[src/rtl/inst_fetch_queue_if.sv]
// Fetch-side and dequeue-side handshake bundle for inst_fetch_queue.
// master: the fetch queue itself. slave: memory/predictor/decoder side.
interface inst_fetch_queue_if #(
    parameter int XLEN = 32
);
    // memory_unit / predictor side
    logic            inst_req;
    logic [XLEN-1:0] fetch_pc;
    logic            inst_ready;
    logic [31:0]     inst;
    logic            pred_taken;
    // decoder / issue side
    logic            deq_valid;
    logic            deq_ready;
    logic [31:0]     deq_inst;
    logic [XLEN-1:0] deq_pc;
    logic            deq_pred;

    modport master (
        output inst_req, fetch_pc, deq_valid, deq_inst, deq_pc, deq_pred,
        input  inst_ready, inst, pred_taken, deq_ready
    );

    modport slave (
        input  inst_req, fetch_pc, deq_valid, deq_inst, deq_pc, deq_pred,
        output inst_ready, inst, pred_taken, deq_ready
    );
endinterface

[src/rtl/inst_fetch_queue.sv]
// Decoupled instruction fetch front end: one outstanding fetch at a time into
// a circular queue, with JAL/branch/JALR pre-decode steering the fetch PC.
module inst_fetch_queue #(
    parameter int              DEPTH_BIT = 3,
    parameter int              XLEN      = 32,
    parameter logic [XLEN-1:0] RESET_PC  = '0
) (
    input  logic                 clk_in,
    input  logic                 rst_n_in,
    input  logic                 rdy_in,
    input  logic                 clear,
    input  logic [XLEN-1:0]      clear_pc,
    input  logic                 stall_end,
    input  logic [XLEN-1:0]      jalr_addr,
    inst_fetch_queue_if.master   bus,
    output logic [DEPTH_BIT:0]   count,
    output logic                 full,
    output logic                 empty
);
    localparam int                 DEPTH     = 1 << DEPTH_BIT;
    localparam logic [DEPTH_BIT:0] DEPTH_CNT = (DEPTH_BIT+1)'(DEPTH);
    localparam logic [6:0]         OP_JAL    = 7'b1101111;
    localparam logic [6:0]         OP_BR     = 7'b1100011;
    localparam logic [6:0]         OP_JALR   = 7'b1100111;

    typedef enum logic [1:0] {S_IDLE, S_WAIT, S_STALL} state_t;

    typedef struct packed {
        logic [31:0]     inst;
        logic [XLEN-1:0] pc;
        logic            pred;
    } entry_t;

    state_t                 state_q, state_d;
    logic [XLEN-1:0]        fetch_pc_q, fetch_pc_d;
    logic                   inst_req_q, inst_req_d;
    logic [DEPTH_BIT-1:0]   head_q, head_d, tail_q, tail_d;
    logic [DEPTH_BIT:0]     count_q, count_d;
    entry_t                 mem_q [DEPTH];
    entry_t                 mem_d [DEPTH];

    logic                   do_enq, do_pop, enq_pred;
    logic [XLEN-1:0]        j_imm, b_imm;

    assign j_imm = {{(XLEN-21){bus.inst[31]}}, bus.inst[31], bus.inst[19:12],
                    bus.inst[20], bus.inst[30:21], 1'b0};
    assign b_imm = {{(XLEN-13){bus.inst[31]}}, bus.inst[31], bus.inst[7],
                    bus.inst[30:25], bus.inst[11:8], 1'b0};

    // Next-state: fetch FSM, pre-decode redirect, queue pointers and storage.
    // rdy_in low leaves every _d equal to its _q (including a pending inst_req).
    always_comb begin
        state_d    = state_q;
        fetch_pc_d = fetch_pc_q;
        inst_req_d = inst_req_q;
        head_d     = head_q;
        tail_d     = tail_q;
        count_d    = count_q;
        mem_d      = mem_q;
        do_enq     = 1'b0;
        do_pop     = 1'b0;
        enq_pred   = 1'b0;
        if (rdy_in) begin
            inst_req_d = 1'b0;
            if (clear) begin
                // Flush drops any same-cycle response and any pop.
                state_d    = S_IDLE;
                fetch_pc_d = clear_pc;
                head_d     = '0;
                tail_d     = '0;
                count_d    = '0;
            end else begin
                do_pop = !empty && bus.deq_ready;
                case (state_q)
                    S_IDLE: begin
                        if (count_q < DEPTH_CNT) begin
                            inst_req_d = 1'b1;
                            state_d    = S_WAIT;
                        end
                    end
                    S_WAIT: begin
                        if (bus.inst_ready) begin
                            do_enq  = 1'b1;
                            state_d = S_IDLE;
                            case (bus.inst[6:0])
                                OP_JAL: begin
                                    enq_pred   = 1'b1;
                                    fetch_pc_d = fetch_pc_q + j_imm;
                                end
                                OP_BR: begin
                                    enq_pred   = bus.pred_taken;
                                    fetch_pc_d = bus.pred_taken ? fetch_pc_q + b_imm
                                                                : fetch_pc_q + XLEN'(4);
                                end
                                // Target unknown until the backend resolves it.
                                OP_JALR: state_d = S_STALL;
                                default: fetch_pc_d = fetch_pc_q + XLEN'(4);
                            endcase
                        end
                    end
                    S_STALL: begin
                        if (stall_end) begin
                            fetch_pc_d = jalr_addr;
                            state_d    = S_IDLE;
                        end
                    end
                    default: state_d = S_IDLE;
                endcase
                if (do_enq) begin
                    mem_d[tail_q] = '{inst: bus.inst, pc: fetch_pc_q, pred: enq_pred};
                    tail_d        = tail_q + 1'b1;
                end
                if (do_pop) head_d = head_q + 1'b1;
                case ({do_enq, do_pop})
                    2'b10:   count_d = count_q + 1'b1;
                    2'b01:   count_d = count_q - 1'b1;
                    default: count_d = count_q;
                endcase
            end
        end
    end

    // Control state with synchronous reset.
    always_ff @(posedge clk_in) begin
        if (!rst_n_in) begin
            state_q    <= S_IDLE;
            fetch_pc_q <= RESET_PC;
            inst_req_q <= 1'b0;
            head_q     <= '0;
            tail_q     <= '0;
            count_q    <= '0;
        end else begin
            state_q    <= state_d;
            fetch_pc_q <= fetch_pc_d;
            inst_req_q <= inst_req_d;
            head_q     <= head_d;
            tail_q     <= tail_d;
            count_q    <= count_d;
        end
    end

    // Entry storage; contents are only meaningful between head and tail.
    always_ff @(posedge clk_in) begin
        mem_q <= mem_d;
    end

    // Request is gated so a frozen pipeline never shows a pulse to memory.
    assign bus.inst_req  = inst_req_q && rdy_in;
    assign bus.fetch_pc  = fetch_pc_q;
    assign bus.deq_valid = !empty;
    assign bus.deq_inst  = mem_q[head_q].inst;
    assign bus.deq_pc    = mem_q[head_q].pc;
    assign bus.deq_pred  = mem_q[head_q].pred;
    assign count         = count_q;
    assign full          = (count_q == DEPTH_CNT);
    assign empty         = (count_q == '0);

    a_no_overflow: assert property (@(posedge clk_in) disable iff (!rst_n_in)
                                    !(do_enq && full));
endmodule

[src/flat_wrapper.sv]
// flat-port wrapper written by rule: the top's interface ports become plain ports
module inst_fetch_queue_flat 
#(
    parameter int              DEPTH_BIT = 3,
    parameter int              XLEN      = 32,
    parameter logic [XLEN-1:0] RESET_PC  = '0
)
  (clk_in, rst_n_in, rdy_in, clear, clear_pc, stall_end, jalr_addr, count, full, empty, bus_inst_req, bus_fetch_pc, bus_deq_valid, bus_deq_inst, bus_deq_pc, bus_deq_pred, bus_inst_ready, bus_inst, bus_pred_taken, bus_deq_ready);
  inst_fetch_queue_if #(.XLEN(XLEN)) bus_i ();
  input  logic clk_in;
  input  logic rst_n_in;
  input  logic rdy_in;
  input  logic clear;
  input  logic [XLEN-1:0] clear_pc;
  input  logic stall_end;
  input  logic [XLEN-1:0] jalr_addr;
  output logic [DEPTH_BIT:0] count;
  output logic full;
  output logic empty;
  output wire logic [$bits(bus_i.inst_req)-1:0] bus_inst_req;
  output wire logic [$bits(bus_i.fetch_pc)-1:0] bus_fetch_pc;
  output wire logic [$bits(bus_i.deq_valid)-1:0] bus_deq_valid;
  output wire logic [$bits(bus_i.deq_inst)-1:0] bus_deq_inst;
  output wire logic [$bits(bus_i.deq_pc)-1:0] bus_deq_pc;
  output wire logic [$bits(bus_i.deq_pred)-1:0] bus_deq_pred;
  input wire logic [$bits(bus_i.inst_ready)-1:0] bus_inst_ready;
  input wire logic [$bits(bus_i.inst)-1:0] bus_inst;
  input wire logic [$bits(bus_i.pred_taken)-1:0] bus_pred_taken;
  input wire logic [$bits(bus_i.deq_ready)-1:0] bus_deq_ready;
  assign bus_inst_req = bus_i.inst_req;
  assign bus_fetch_pc = bus_i.fetch_pc;
  assign bus_deq_valid = bus_i.deq_valid;
  assign bus_deq_inst = bus_i.deq_inst;
  assign bus_deq_pc = bus_i.deq_pc;
  assign bus_deq_pred = bus_i.deq_pred;
  assign bus_i.inst_ready = bus_inst_ready;
  assign bus_i.inst = bus_inst;
  assign bus_i.pred_taken = bus_pred_taken;
  assign bus_i.deq_ready = bus_deq_ready;
  inst_fetch_queue #(.DEPTH_BIT(DEPTH_BIT), .XLEN(XLEN), .RESET_PC(RESET_PC)) u_core (.clk_in(clk_in), .rst_n_in(rst_n_in), .rdy_in(rdy_in), .clear(clear), .clear_pc(clear_pc), .stall_end(stall_end), .jalr_addr(jalr_addr), .bus(bus_i), .count(count), .full(full), .empty(empty));
endmodule
[config.mk]
export PLATFORM = sky130hd
export DESIGN_NAME = inst_fetch_queue_flat
export DESIGN_NICKNAME = d
export VERILOG_FILES = /design/src/rtl/inst_fetch_queue_if.sv /design/src/rtl/inst_fetch_queue.sv /design/src/flat_wrapper.sv
export SDC_FILE = /design/constraint.sdc
export NUM_CORES = 1
export LEC_CHECK = 0
export BUFFER_PORTS_ARGS = -buffer_cell sky130_fd_sc_hd__buf_4
export CAP_MARGIN = 20
export CORE_UTILIZATION = 40
export DETAILED_ROUTE_END_ITERATION = 16
export GPL_ROUTABILITY_DRIVEN = 0
export PLACE_DENSITY = 0.62
export RECOVER_POWER = 100
export SKIP_CTS_REPAIR_TIMING = 1
export SLEW_MARGIN = 40
export SYNTH_ARGS = -nofsm -noshare
export SYNTH_HDL_FRONTEND = slang
export SYNTH_SLANG_ARGS = --single-unit
[constraint.sdc]
create_clock -name clk_in -period 7.4 [get_ports clk_in]
set_clock_uncertainty 0.15 [all_clocks]
set_input_delay 1.48 -clock clk_in [delete_from_list [all_inputs] [get_ports clk_in]]
set_output_delay 1.48 -clock clk_in [all_outputs]
set_load 0.02 [all_outputs]
==> summary.md <==
| Metric | Value |
|---|---|
| Ant. Diodes | 0 |
| Die X | 256 µm |
| FMAX | 0.175 GHz |
| Dpl hpwl | 42700 µm |
| Pins Over Slew Limit | 339 |
| Outcome | finished, violations left |
| Area Growth Syn to Fin | 16.0% |
| Setup CP Type | reg2out |
| Post-Syn Area | 0.0257 mm² |
| Pin count of the biggest net entering global routing | 73 |
| Multiplexer share of the synthesized area | 0.145 |
| Switching share of power | 0.227 |
| Syn Nets | 1807 |
| Share of cells above drive strength 1 | 0.213 |
| Clock slew at reported path FFs | 0.06 ns |
| Fin nets | 2024 |
| Period utilisation layout | 0.773 |
| Die area | 0.0653 mm² |
| Total wire length | 67900 µm |
| Initial DRC count | 1383 |
| DR WL/cell | 24.6 µm |
| Total grt overflow | 0 |
| Ports | 209 |
| Post-synthesis compound-gate area fraction | 0.0874 |
| Row count | 92 |
| FF+latch count, synth | 565 |
| Residual DRC | 0 |
| Clock Sink Count | 565 |
| Clk pwr share | 0.420 |
| Least-Margin Pin Slew | 2.57 ns |
| CTS Buf Count | 57 |
| Core area | 0.0633 mm² |
| EDFF count, synth | 520 |
| Synth Area per Inst | 15.6 µm² |
| Via density | 5.75 |
| First-pass GRT wire length | 102000 µm |
| P_leak | 9.49 nW |
| Psw | 0.00157 W |
| Antenna violations before repair | 0 |
| Max VDD drop | 0.000190 V |
| Endpoints failing setup | 0 |
| Die height | 256 µm |
| Final Critical Period | 5.72 ns |
| Class of the worst hold path | reg2reg |
| Ys Warns | 0 |
| Mapped Cells | 1652 |
| TNS Setup | 0 ns |
| Number of port buffers | 208 |
| Critical Path Source Type | register |
| Commonest non-fill, non-tap cells in the layout | edfxtp_1 (520), clkbuf_1 (134), mux4_2 (130) |
| Ys async rst share | 0 |
| Failing checks | max-capacitance violations, max-slew violations |
| Worst EP arrival | 4.09 ns |
| Max_cap viols | 10 |
| Largest family of logic cells by synthesized area | multiplexers |
| Vias | 15900 |
| Crit path required time | 5.77 ns |
| TritonRoute pass-1 iters | 6 |
| Commonest non-fill, non-tap cell in the layout | edfxtp_1 |
| Synth Area in Simple Gates | 0.0647 |
| CTS tree | done |
| Clock buffer depth | 3 |
| Post-synthesis adder-cell area fraction | 0.0257 |
| Sequential area share after synthesis | 0.642 |
| Skew-Pair Late Insertion Delay | 0.63 ns |
| Flop pwr share | 0.512 |
| Pwr/cell area | 232 mW/mm² |
| Max_slew headroom | -0.714 |
| CTS H-Tree Depth | 2 |
| Synth cell types | 76 |
| Clock root cell | clkbuf_16 |
| Post-Synth XOR/XNOR Area | 0.0191 |
| Post-DRT Antenna Nets | 0 |
| P_int | 0.00535 W |
| Final Util | 0.471 |
| Initial core utilization | 0.406 |
| CP endpoint kind | output pin |
| Final Hold Violating Endpoints | 0 |
| Unrepaired setup endpoints after global routing | no |
| CP Max Fanout | 30 |
| Gr usage total | 0.207 |
| Main synth FF type | edfxtp_1 |
| Vias in the first global route | 16000 |
| Comb pwr share | 0.068 |
## worst max-delay path, stage by stage, from the launching register on
cell and delay (ns):
dfxtp_1 0.95, buf_12 0.32, clkbuf_2 0.97, mux4_2 0.62, mux2_1 0.36, buf_4 0.18
## state kept, by name (all words and copies together), names as in the netlist
signal,count
u_core.mem_q,520
u_core.bus.fetch_pc,32
u_core.count,4
u_core.head_q,3
u_core.tail_q,3
u_core.state_q,2
u_core.inst_req_q,1
## through the flow
step                      cell area (µm²)  hold slack [ns]  worst slack (ns)  power (W)  instances
after global routing                29800            0.352              1.32    0.00713       2762
after detailed placement            28400            0.321              2.53    0.00409       2654
final                               29800            0.324              1.68    0.00692       2762
after global placement              28400            0.315              2.59    0.00408       2650
after CTS                           30300            0.330              2.38    0.00699       2760
after floorplan                     25700            0.300             0.125    0.00388       1652
## cells by family (layout without fill, tap and decap cells)
kind of cell | Yosys count | after routing
and+or+nand+nor | 336 | 336
muxes | 203 | 203
buffers and inverters | 104 | 368
AOI/OAI and AO/OA | 337 | 337
DFF | 565 | 565
adders and majority gates | 51 | 51
xor gates and xnor gates | 56 | 56
## layout make-up
class	instances	area [µm²]
clock buffer	69	1490
clock inverter	37	377
fill	5576	33500
inverter	17	63.8
multi-input combinational	983	8860
sequential	565	16500
tap	846	1060
timing repair buffer	245	1460
## Yosys cell counts (all sizes together), types with 17 or more instances
| cell | number | area (µm²) |
|---|---|---|
| o21ai | 89 | 453 |
| xnor2 | 27 | 236 |
| or3 | 23 | 144 |
| nor2b | 17 | 106 |
| mux4 | 130 | 2930 |
| ha | 48 | 601 |
| and3 | 18 | 118 |
| nor3 | 27 | 145 |
| edfxtp | 520 | 15600 |
| clkbuf | 73 | 275 |
| xor2 | 29 | 254 |
| dfxtp | 45 | 901 |
| nor2 | 82 | 310 |
| inv | 17 | 63.8 |
| mux2 | 66 | 743 |
| a21oi | 91 | 459 |
| nand4 | 18 | 128 |
| a221oi | 17 | 155 |
| nand3 | 31 | 155 |
| nand2 | 89 | 334 |
## power groups by stage
stage | combinational (W) | clock [W] | sequential (W)
2_1_floorplan | 0.000275 | 0 | 0.00361
3_3_place_gp | 0.000474 | 0 | 0.00361
3_5_place_dp | 0.000483 | 0 | 0.00361
4_1_cts | 0.000485 | 0.00296 | 0.00354
5_1_grt | 0.000508 | 0.00307 | 0.00354
6_report | 0.000469 | 0.00291 | 0.00354
## final timing paths
check | startpoint | end | slack [ns] | cells after the start
min reg2reg | u_core.inst_req_q$_SDFFE_PN0P_ | u_core.inst_req_q$_SDFFE_PN0P_ | 0.32 | 2
max reg2reg | u_core.state_q[0]$_SDFFE_PN0P_ | u_core.mem_q[114]$_DFFE_PP_ | 3.47 | 5
min | u_core.inst_req_q$_SDFFE_PN0P_ | u_core.inst_req_q$_SDFFE_PN0P_ | 0.32 | 2
max | u_core.head_q[0]$_SDFFE_PN0P_ | bus_deq_pc[17] | 1.68 | 5
## routing by layer
metal	track usage	up-vias	wire, µm
met5	0	-	0
met2	0.341	563	33100
met4	0.0670	0	2140
li1	-	7082	-
met1	0.279	8119	28800
met3	0.0349	125	3870
Note: power is estimated with default switching activity, not from simulation.
